<file path="src/rtl/msk_unmask_serializer_pkg.sv">
// msk_unmask_serializer_pkg: block/word geometry and FSM encoding shared by the serializer files.
package msk_unmask_serializer_pkg;
  localparam int BLOCK_W = 128;
  localparam int WORD_W = 32;
  localparam int N_WORDS = 4;
  localparam int CNT_W = $clog2(N_WORDS);
  typedef enum logic {IDLE = 1'b0, SEND = 1'b1} state_e;
endpackage

</file>
<file path="src/rtl/msk_unmask_serializer_if.sv">
// msk_unmask_serializer_if: share-block input handshake and 32-bit word output handshake.
interface msk_unmask_serializer_if
  import msk_unmask_serializer_pkg::*;
#(
  parameter int d = 2
);
  logic                  in_valid;
  logic                  in_ready;
  logic [BLOCK_W*d-1:0]  in_shares_data;
  logic                  out_valid;
  logic                  out_ready;
  logic [WORD_W-1:0]     out_data;
  logic                  out_last;
  modport master (output in_valid, in_shares_data, out_ready, input in_ready, out_valid, out_data, out_last);
  modport slave (input in_valid, in_shares_data, out_ready, output in_ready, out_valid, out_data, out_last);
endinterface

</file>
<file path="src/rtl/endian_reverse.sv">
// endian_reverse: reverses the order of WIDTH-bit lanes across a BSIZE-bit word.
module endian_reverse #(
  parameter int BSIZE = 128,
  parameter int WIDTH = 8
) (
  input  logic [BSIZE-1:0] data_i,
  output logic [BSIZE-1:0] data_o
);
  for (genvar g = 0; g < BSIZE / WIDTH; g++) begin : g_lane
    assign data_o[WIDTH*g +: WIDTH] = data_i[BSIZE-WIDTH*(g+1) +: WIDTH];
  end
endmodule

</file>
<file path="src/rtl/msk_share_xor_reduce.sv">
// msk_share_xor_reduce: combinational XOR of d shares laid out share-major on one bus.
module msk_share_xor_reduce #(
  parameter int d = 2,
  parameter int count = 128
) (
  input  logic [count*d-1:0] shares_i,
  output logic [count-1:0]   data_o
);
  always_comb begin
    data_o = '0;
    for (int j = 0; j < d; j++) data_o = data_o ^ shares_i[count*j +: count];
  end
endmodule

</file>
<file path="src/rtl/msk_unmask_serializer.sv">
// msk_unmask_serializer: recombines one d-share 128-bit block and streams it out as four 32-bit words.
module msk_unmask_serializer
  import msk_unmask_serializer_pkg::*;
#(
  parameter int d = 2,
  parameter bit BYTE_REVERSE = 1'b0
) (
  input logic clk,
  input logic rst,
  msk_unmask_serializer_if.slave bus
);
  state_e             state_q, state_d;
  logic [CNT_W-1:0]   cnt_q, cnt_d;
  logic [BLOCK_W-1:0] data_q, data_d, plain, plain_rev;
  logic               in_fire, out_fire;
  msk_share_xor_reduce #(.d(d), .count(BLOCK_W)) u_xor (
    .shares_i(bus.in_shares_data),
    .data_o  (plain)
  );
  endian_reverse #(.BSIZE(BLOCK_W), .WIDTH(8)) u_rev (
    .data_i(plain),
    .data_o(plain_rev)
  );
  always_ff @(posedge clk or negedge rst) begin
    if (!rst) begin
      state_q <= IDLE;
      cnt_q   <= '0;
      data_q  <= '0;
    end else begin
      state_q <= state_d;
      cnt_q   <= cnt_d;
      data_q  <= data_d;
    end
  end
  // The final beat clears the block so no unmasked residue survives past the last word.
  always_comb begin
    in_fire  = bus.in_valid & bus.in_ready;
    out_fire = bus.out_valid & bus.out_ready;
    state_d  = in_fire ? SEND : (out_fire & bus.out_last) ? IDLE : state_q;
    cnt_d    = in_fire ? '0 : out_fire ? cnt_q + CNT_W'(1) : cnt_q;
    data_d   = in_fire ? (BYTE_REVERSE ? plain_rev : plain) : (out_fire & bus.out_last) ? '0 : data_q;
  end
  always_comb begin
    bus.out_valid = state_q == SEND;
    bus.out_last  = bus.out_valid & (cnt_q == CNT_W'(N_WORDS - 1));
    bus.in_ready  = !bus.out_valid | (bus.out_last & bus.out_ready);
    bus.out_data  = data_q[WORD_W*cnt_q +: WORD_W];
  end
endmodule

</file>
<file path="src/flat_wrapper.sv">
// flat-port wrapper written by rule: the top's interface ports become plain ports
module msk_unmask_serializer_flat import msk_unmask_serializer_pkg::*;
#(
  parameter int d = 2,
  parameter bit BYTE_REVERSE = 1'b0
)
  (clk, rst, bus_in_valid, bus_in_shares_data, bus_out_ready, bus_in_ready, bus_out_valid, bus_out_data, bus_out_last);
  msk_unmask_serializer_if #(.d(d)) bus_i ();
  input logic clk;
  input logic rst;
  input wire logic [$bits(bus_i.in_valid)-1:0] bus_in_valid;
  input wire logic [$bits(bus_i.in_shares_data)-1:0] bus_in_shares_data;
  input wire logic [$bits(bus_i.out_ready)-1:0] bus_out_ready;
  output wire logic [$bits(bus_i.in_ready)-1:0] bus_in_ready;
  output wire logic [$bits(bus_i.out_valid)-1:0] bus_out_valid;
  output wire logic [$bits(bus_i.out_data)-1:0] bus_out_data;
  output wire logic [$bits(bus_i.out_last)-1:0] bus_out_last;
  assign bus_i.in_valid = bus_in_valid;
  assign bus_i.in_shares_data = bus_in_shares_data;
  assign bus_i.out_ready = bus_out_ready;
  assign bus_in_ready = bus_i.in_ready;
  assign bus_out_valid = bus_i.out_valid;
  assign bus_out_data = bus_i.out_data;
  assign bus_out_last = bus_i.out_last;
  msk_unmask_serializer #(.d(d), .BYTE_REVERSE(BYTE_REVERSE)) u_core (.clk(clk), .rst(rst), .bus(bus_i));
endmodule
</file>
<file path="config.mk">
export PLATFORM = sky130hd
export DESIGN_NAME = msk_unmask_serializer_flat
export DESIGN_NICKNAME = d
export VERILOG_FILES = /design/src/rtl/msk_unmask_serializer_pkg.sv /design/src/rtl/msk_unmask_serializer_if.sv /design/src/rtl/endian_reverse.sv /design/src/rtl/msk_share_xor_reduce.sv /design/src/rtl/msk_unmask_serializer.sv /design/src/flat_wrapper.sv
export SDC_FILE = /design/constraint.sdc
export NUM_CORES = 1
export LEC_CHECK = 0
export CAP_MARGIN = 15
export CORE_MARGIN = 8
export CORE_UTILIZATION = 42
export CTS_CLUSTER_DIAMETER = 50
export DETAILED_ROUTE_END_ITERATION = 16
export PLACE_DENSITY = 0.82
export REMOVE_ABC_BUFFERS = 1
export SETUP_SLACK_MARGIN = 0.05
export SLEW_MARGIN = 30
export SYNTH_ARGS = -nofsm -noshare
export SYNTH_HDL_FRONTEND = slang
export SYNTH_HIERARCHICAL = 1
export SYNTH_SLANG_ARGS = --single-unit
export TNS_END_PERCENT = 50
</file>
<file path="constraint.sdc">
create_clock -name clk -period 2.2 [get_ports clk]
set_input_delay 0.33 -clock clk [delete_from_list [all_inputs] [get_ports clk]]
set_output_delay 0.33 -clock clk [all_outputs]
set_load 0.005 [all_outputs]
</file>
==> results of run 1 <==
[cell usage after synthesis, drive strengths merged]
cell type  number  area, um2
a21boi          1       11.3
a211oi          1       7.51
nand2b          2       12.5
xor2          128       1120
mux4           32        721
buf            21        153
mux2i           2       20.0
clkbuf         15       56.3
dfrtp         131       3280
a22o          126       1100
inv             1       3.75
ha              1       12.5
and2            3       21.3
a31o            1       8.76
a32oi           2       17.5
nand2           1       3.75
a32o            1       10.0
o21ai           3       18.8
a21oi           1       5.00
[state kept, by name (all words and copies together), names as in the netlist]
| register | flops |
|---|---|
| u_core/bus.out_valid | 1 |
| u_core/cnt_q | 2 |
| u_core/data_q | 128 |
[worst max-delay path: stages, from the launching register on]
cell     delay (ns)
dfrtp_2        0.42
buf_4          0.16
buf_16         0.15
buf_4          0.14
mux4_2         0.42
buf_6          0.13
[power by group through the flow]
stage / combinational (mW) / sequential (mW) / clock [mW]
3_3_place_gp: 4.40 / 3.75 / 0
5_1_grt: 5.15 / 3.88 / 3.03
2_1_floorplan: 2.22 / 3.79 / 0
3_5_place_dp: 4.55 / 3.80 / 0
4_1_cts: 4.89 / 3.77 / 2.91
6_report: 4.80 / 3.78 / 2.85
[cell type report]
class                   instances  area, um2  share of cell area, %
multi-input cells             305       3110                   29.7
repair buffers                317       3230                   30.7
well taps                     211        264                   2.51
clock buffers                  19        453                   4.31
inverters                       1       3.75                 0.0357
clock inverters                13        159                   1.51
flip-flops and latches        131       3280                   31.2
[worst max path at each step]
stage | cells after the start | from | slack (ns) | to
after floorplan | 5 | u_core/cnt_q[0] | -1.26 | u_core/data_q[0]
after detailed placement | 3 | u_core/cnt_q[0] | 0.14 | bus_out_data[0]
final | 5 | u_core/cnt_q[0] | 0.04 | bus_out_data[19]
after global placement | 3 | u_core/cnt_q[0] | 0.18 | bus_out_data[5]
after global routing | 5 | u_core/cnt_q[0] | -0.03 | bus_out_data[19]
after CTS | 6 | u_core/cnt_q[0] | -0.08 | bus_out_data[13]
[routing by layer]
metal  vias up  track usage [%]  wire length, um
met1      2543             23.7             8020
met3        25             6.62             1510
met5         -                0                0
met2       248             36.3            10600
li1       2383                -                -
met4         0             6.67              325
[what timing repair did]
| item | CTS | global route |
|---|---|---|
| gates cloned | 3 | 1 |
| buffers inserted | 10 | 1 |
| pin swaps | 1 | 0 |
| resized for setup | 109 | 22 |
| endpoints found under the setup margin | 34 | 33 |
[through the flow]
stage | total power [mW] | instance area [um2] | hold slack, ns
after floorplan | 6.01 | 6380 | 0.0344
final | 11.4 | 10500 | -0.00285
after global routing | 12.1 | 10500 | 0.0815
after global placement | 8.15 | 9760 | 0.477
after detailed placement | 8.35 | 9760 | 0.487
after CTS | 11.6 | 10600 | 0.0640
[logic make-up (layout without fill, tap and decap cells)]
family / count (synthesis) / in the layout
AO/OA/AOI/OAI: 136 / 136
flip-flops: 131 / 131
XOR/XNOR: 128 / 128
buffers and inverters: 37 / 350
multiplexers: 34 / 34
AND/OR/NAND/NOR: 6 / 6
adder cells (fa/ha/maj): 1 / 1
==> results.ini, run 1 <==
[sta]
finalCriticalPeriod_ns = 2.16
slew_violations = 0
max_freq_mhz = 462
setup_viol = 0
finalHoldViolations = 2
relSlewSlack_pct = 52.6
whs_ns = -0.00285
rsz0062_at_grt = true
setup_ws_ns = 0.0378
tightest_slew_ns = 0.711
fin_worst_skew_ns = 0.00594
period_share_pct = 98.3
tns_ns = 0

[drt]
drt_first_pass_iters = 4
first_iter_violations = 243
drt-wirelength-per-cell_um = 20.5
via_per_inst = 5.21
num_vias = 5199
ant_nets = 0
drc = 0
wirelength_mm = 20.4

[synth]
synth.avg_cell_area_um2 = 13.9
ys_warn_count = 6
synth-seq-cells = 131
synth-compound-area-share_pct = 18.0
syn-instance-count = 473
synth_top_family_by_area = compound AO/OA/AOI/OAI gates
synth-simple-area-share_pct = 0.570
synth_mux_area_share_pct = 11.2
synth_seq_area_share_pct = 49.8
yosysUniqueCellTypes = 23
synth-xor-area-share_pct = 17.0
syn-cell-area_um2 = 6590
synth_fa_ha_area_share_pct = 0.190

[cells_and_area]
fillCellCount = 1096
final_cell_mix = clkdlybuf4s50_1 (259), dfrtp_1 (129), xor2_1 (128), a22o_1 (126), mux4_2 (32)
utilization_pct = 68.8
diodes = 0
drive_gt1_share_pct = 16.3
area_growth_pct = 59.5
instances_no_fill = 997
nets = 1034
final_common_cell = clkdlybuf4s50_1

[placed_design]
port_buffers = 294
post-place-ws_ns = 0.140
place_inst = 951
routabilityCongestion = 0.855
hpwl_mm = 14.7

[floorplanning]
die_area_um2 = 19900
ios = 295
fp-row-count = 45
fp.dieH_um = 141
initial_core_util_pct = 43.2
core_um2 = 15300
die_x_um = 141

[power]
seqPwrFrac_pct = 33.1
power_frac_comb_pct = 42.0
vdd_drop_max_mv = 0.588
switching_share_pct = 29.7
power_switching_mw = 3.40
p_per_area_nw_per_um2 = 1090
leakagePower_nw = 4.64
internal-power_mw = 8.02
clock_power_share_pct = 24.9

[clock_tree]
postCtsHoldBufs = 0
cts.sink_count = 131
cts_tree = yes
cts_buffers = 17
clock_latency_ns = 0.40
h-tree-depth = 4
clock_path_buffers = 2
clockRootBuffer = clkbuf_16
clk_pin_slew_ns = 0.06

[worst_setup_path]
critPathKind = flip-flop to output port
crit_path_end_kind = output port
r2r_cells = 7
startpoint_type = flip-flop
cp_max_fo = 6
reg2reg_slack_ns = 0.46
worstPathArrival_ns = 1.83
reg2reg_from = u_core/cnt_q[0]
cp.required_ns = 1.87
r2r_end = u_core/data_q[40]

[global_route]
antenna_found_initial = 0
gr-total-overflow = 0
globalRouteTotalUtil_pct = 20.8
grt_pass1_vias = 6032
grt_first_pass_wirelength_mm = 32.4
grt_max_degree = 132

[min_path]
min_path_type = input pin to asynchronous set/reset pin

[status]
outcome = finished, violations left
violations = hold timing

[flow_run]
drv_cap = 0

(Power assumes the default switching activity.)
==> run 2, diff against run 1 <==
--- a/config.mk
+++ b/config.mk
@@ -7,10 +7,11 @@
 export LEC_CHECK = 0
 export CAP_MARGIN = 15
 export CORE_MARGIN = 8
-export CORE_UTILIZATION = 42
-export CTS_CLUSTER_DIAMETER = 50
+export CORE_UTILIZATION = 38
+export CTS_CLUSTER_DIAMETER = 120
 export DETAILED_ROUTE_END_ITERATION = 16
-export PLACE_DENSITY = 0.82
+export GPL_ROUTABILITY_DRIVEN = 1
+export PLACE_DENSITY = 0.78
 export REMOVE_ABC_BUFFERS = 1
 export SETUP_SLACK_MARGIN = 0.05
 export SLEW_MARGIN = 30
==> constraint.sdc (replaced) <==
create_clock -name clk -period 1.9 [get_ports clk]
set_input_delay 0.285 -clock clk [delete_from_list [all_inputs] [get_ports clk]]
set_output_delay 0.285 -clock clk [all_outputs]
set_load 0.005 [all_outputs]
==> results.ini, run 2 (same netlist as run 1, synthesis figures left out) <==
[clock_tree]
clock_latency_ns = 0.42
clock_path_buffers = 2
cts.sink_count = 131
clk_pin_slew_ns = 0.05
cts_tree = yes
cts_buffers = 17
h-tree-depth = 4
postCtsHoldBufs = 0
clockRootBuffer = clkbuf_16

[global_route]
grt_first_pass_wirelength_mm = 33.3
grt_pass1_vias = 6100
globalRouteTotalUtil_pct = 19.7
grt_max_degree = 132
antenna_found_initial = 0
gr-total-overflow = 0

[worst_setup_path]
crit_family = multiplexers
worstPathArrival_ns = 1.76
reg2reg_slack_ns = -0.07
cp_max_fo = 6
critPathKind = flip-flop to output port
startpoint_type = flip-flop
crit_path_end_kind = output port
cp.required_ns = 1.62
crit_chain = buf_12 -> buf_12 -> mux4_2 -> buf_2
crit_buf_inv = 3
cp_slowest_cell = mux4_2
crit_top_cell = buf_12
cpPeakStageDelay_ns = 0.51

[drt]
via_per_inst = 5.24
drt_first_pass_iters = 4
drt-wirelength-per-cell_um = 20.8
num_vias = 5362
first_iter_violations = 263
drc = 0
ant_nets = 0
wirelength_mm = 21.4

[sta]
fin_worst_skew_ns = 0.0111
rsz0062_at_grt = true
finalHoldViolations = 53
setup_viol = 151
finalCriticalPeriod_ns = 2.04
tightest_slew_ns = 0.732
whs_ns = -0.0511
slew_violations = 0
tns_ns = -7.55
relSlewSlack_pct = 51.2
setup_ws_ns = -0.143
max_freq_mhz = 489
period_share_pct = 108

[placed_design]
hpwl_mm = 14.5
post-place-ws_ns = -0.0240
port_buffers = 294
routabilityCongestion = 0.792

[status]
outcome = finished, violations left
violations = hold timing, setup timing

[min_path]
min_path_type = input pin to asynchronous set/reset pin

[floorplanning]
fp.dieH_um = 148
die_area_um2 = 21800
die_x_um = 148
initial_core_util_pct = 38.5
ios = 295
core_um2 = 17100
fp-row-count = 48

[cells_and_area]
diodes = 0
drive_gt1_share_pct = 17.6
utilization_pct = 63.6
largest_register_ffs = 128
regMostFlops = u_core/data_q
final_common_cell = clkdlybuf4s50_1
area_growth_pct = 65.3
final_cell_mix = clkdlybuf4s50_1 (259), dfrtp_1 (129), xor2_1 (128), a22o_1 (126), mux4_2 (32)
nets = 1048

[power]
leakagePower_nw = 4.79
vdd_drop_max_mv = 0.655
p_per_area_nw_per_um2 = 1260

[flow_run]
drv_cap = 0

==> run 2: changes by cell type in the layout (fill, tap and decap cells not counted), moves of 3 or more <==
cell      previous run  this run
clkinv_4             3         0
buf_16               3         9
buf_2                8        20
clkbuf_2            15         0
buf_4                7        10
buf_6               10        13
buf_12              10        15
==> run 2: layer usage <==
metal | GRT usage, % | up-vias | share of wire [%]
met5 | 0 | - | 0
met4 | 7.24 | 0 | 2.0
met3 | 5.96 | 32 | 7.0
met2 | 33.9 | 250 | 52
met1 | 22.7 | 2671 | 39
li1 | - | 2409 | -
==> run 2: final timing paths <==
check / startpoint / end / cells after the start
setup / recovery: u_core/cnt_q[0] / bus_out_data[6] / 4
hold / removal: rst / u_core/data_q[34] / 2
setup reg to reg: u_core/cnt_q[0] / u_core/data_q[55] / 9
hold reg to reg: u_core/data_q[102] / u_core/data_q[102] / 1
max in group asynchronous: rst / u_core/cnt_q[0] / 2
min in group clk: u_core/data_q[102] / u_core/data_q[102] / 1
==> run 2: layout make-up <==
class,instances,area (um2)
Fill cell,1293,6230
Timing Repair Buffer,331,3560
Sequential cell,131,3280
Multi-Input combinational cell,305,3120
Clock buffer,21,460
Tap cell,225,282
Clock inverter,10,180
Inverter,1,3.75
==> run 2: power by group <==
group | internal, mW | switching, mW | leakage [nW]
clock network | 2.38 | 1.16 | 0.309
registers | 3.79 | 0.590 | 1.70
logic | 3.59 | 2.22 | 2.78
==> run 2: metrics by stage <==
| stage | std cells | power (mW) | area, um2 |
|---|---|---|---|
| 5_1_grt | 1024 | 14.4 | 10900 |
| 6_report | 1024 | 13.7 | 10900 |
| 3_3_place_gp | 968 | 9.46 | 9800 |
| 3_5_place_dp | 968 | 9.66 | 9800 |
| 4_1_cts | 1025 | 13.9 | 10900 |
| 2_1_floorplan | 437 | 6.96 | 6380 |
==> run 2: timing repair <==
item	4_1_cts	5_1_grt
endpoints found under the setup margin	144	160
hold endpoints to repair	0	0
setup buffers	14	2
gates cloned	12	1
gates resized for setup	154	11
pin swaps	1	3
==> run 3, diff against run 2 <==
--- a/config.mk
+++ b/config.mk
@@ -14,7 +14,6 @@
 export PLACE_DENSITY = 0.78
 export REMOVE_ABC_BUFFERS = 1
 export SETUP_SLACK_MARGIN = 0.05
-export SLEW_MARGIN = 30
 export SYNTH_ARGS = -nofsm -noshare
 export SYNTH_HDL_FRONTEND = slang
 export SYNTH_HIERARCHICAL = 1
==> results of run 3 <==
The final DEF is identical to that of run 2; final timing and power are the same.
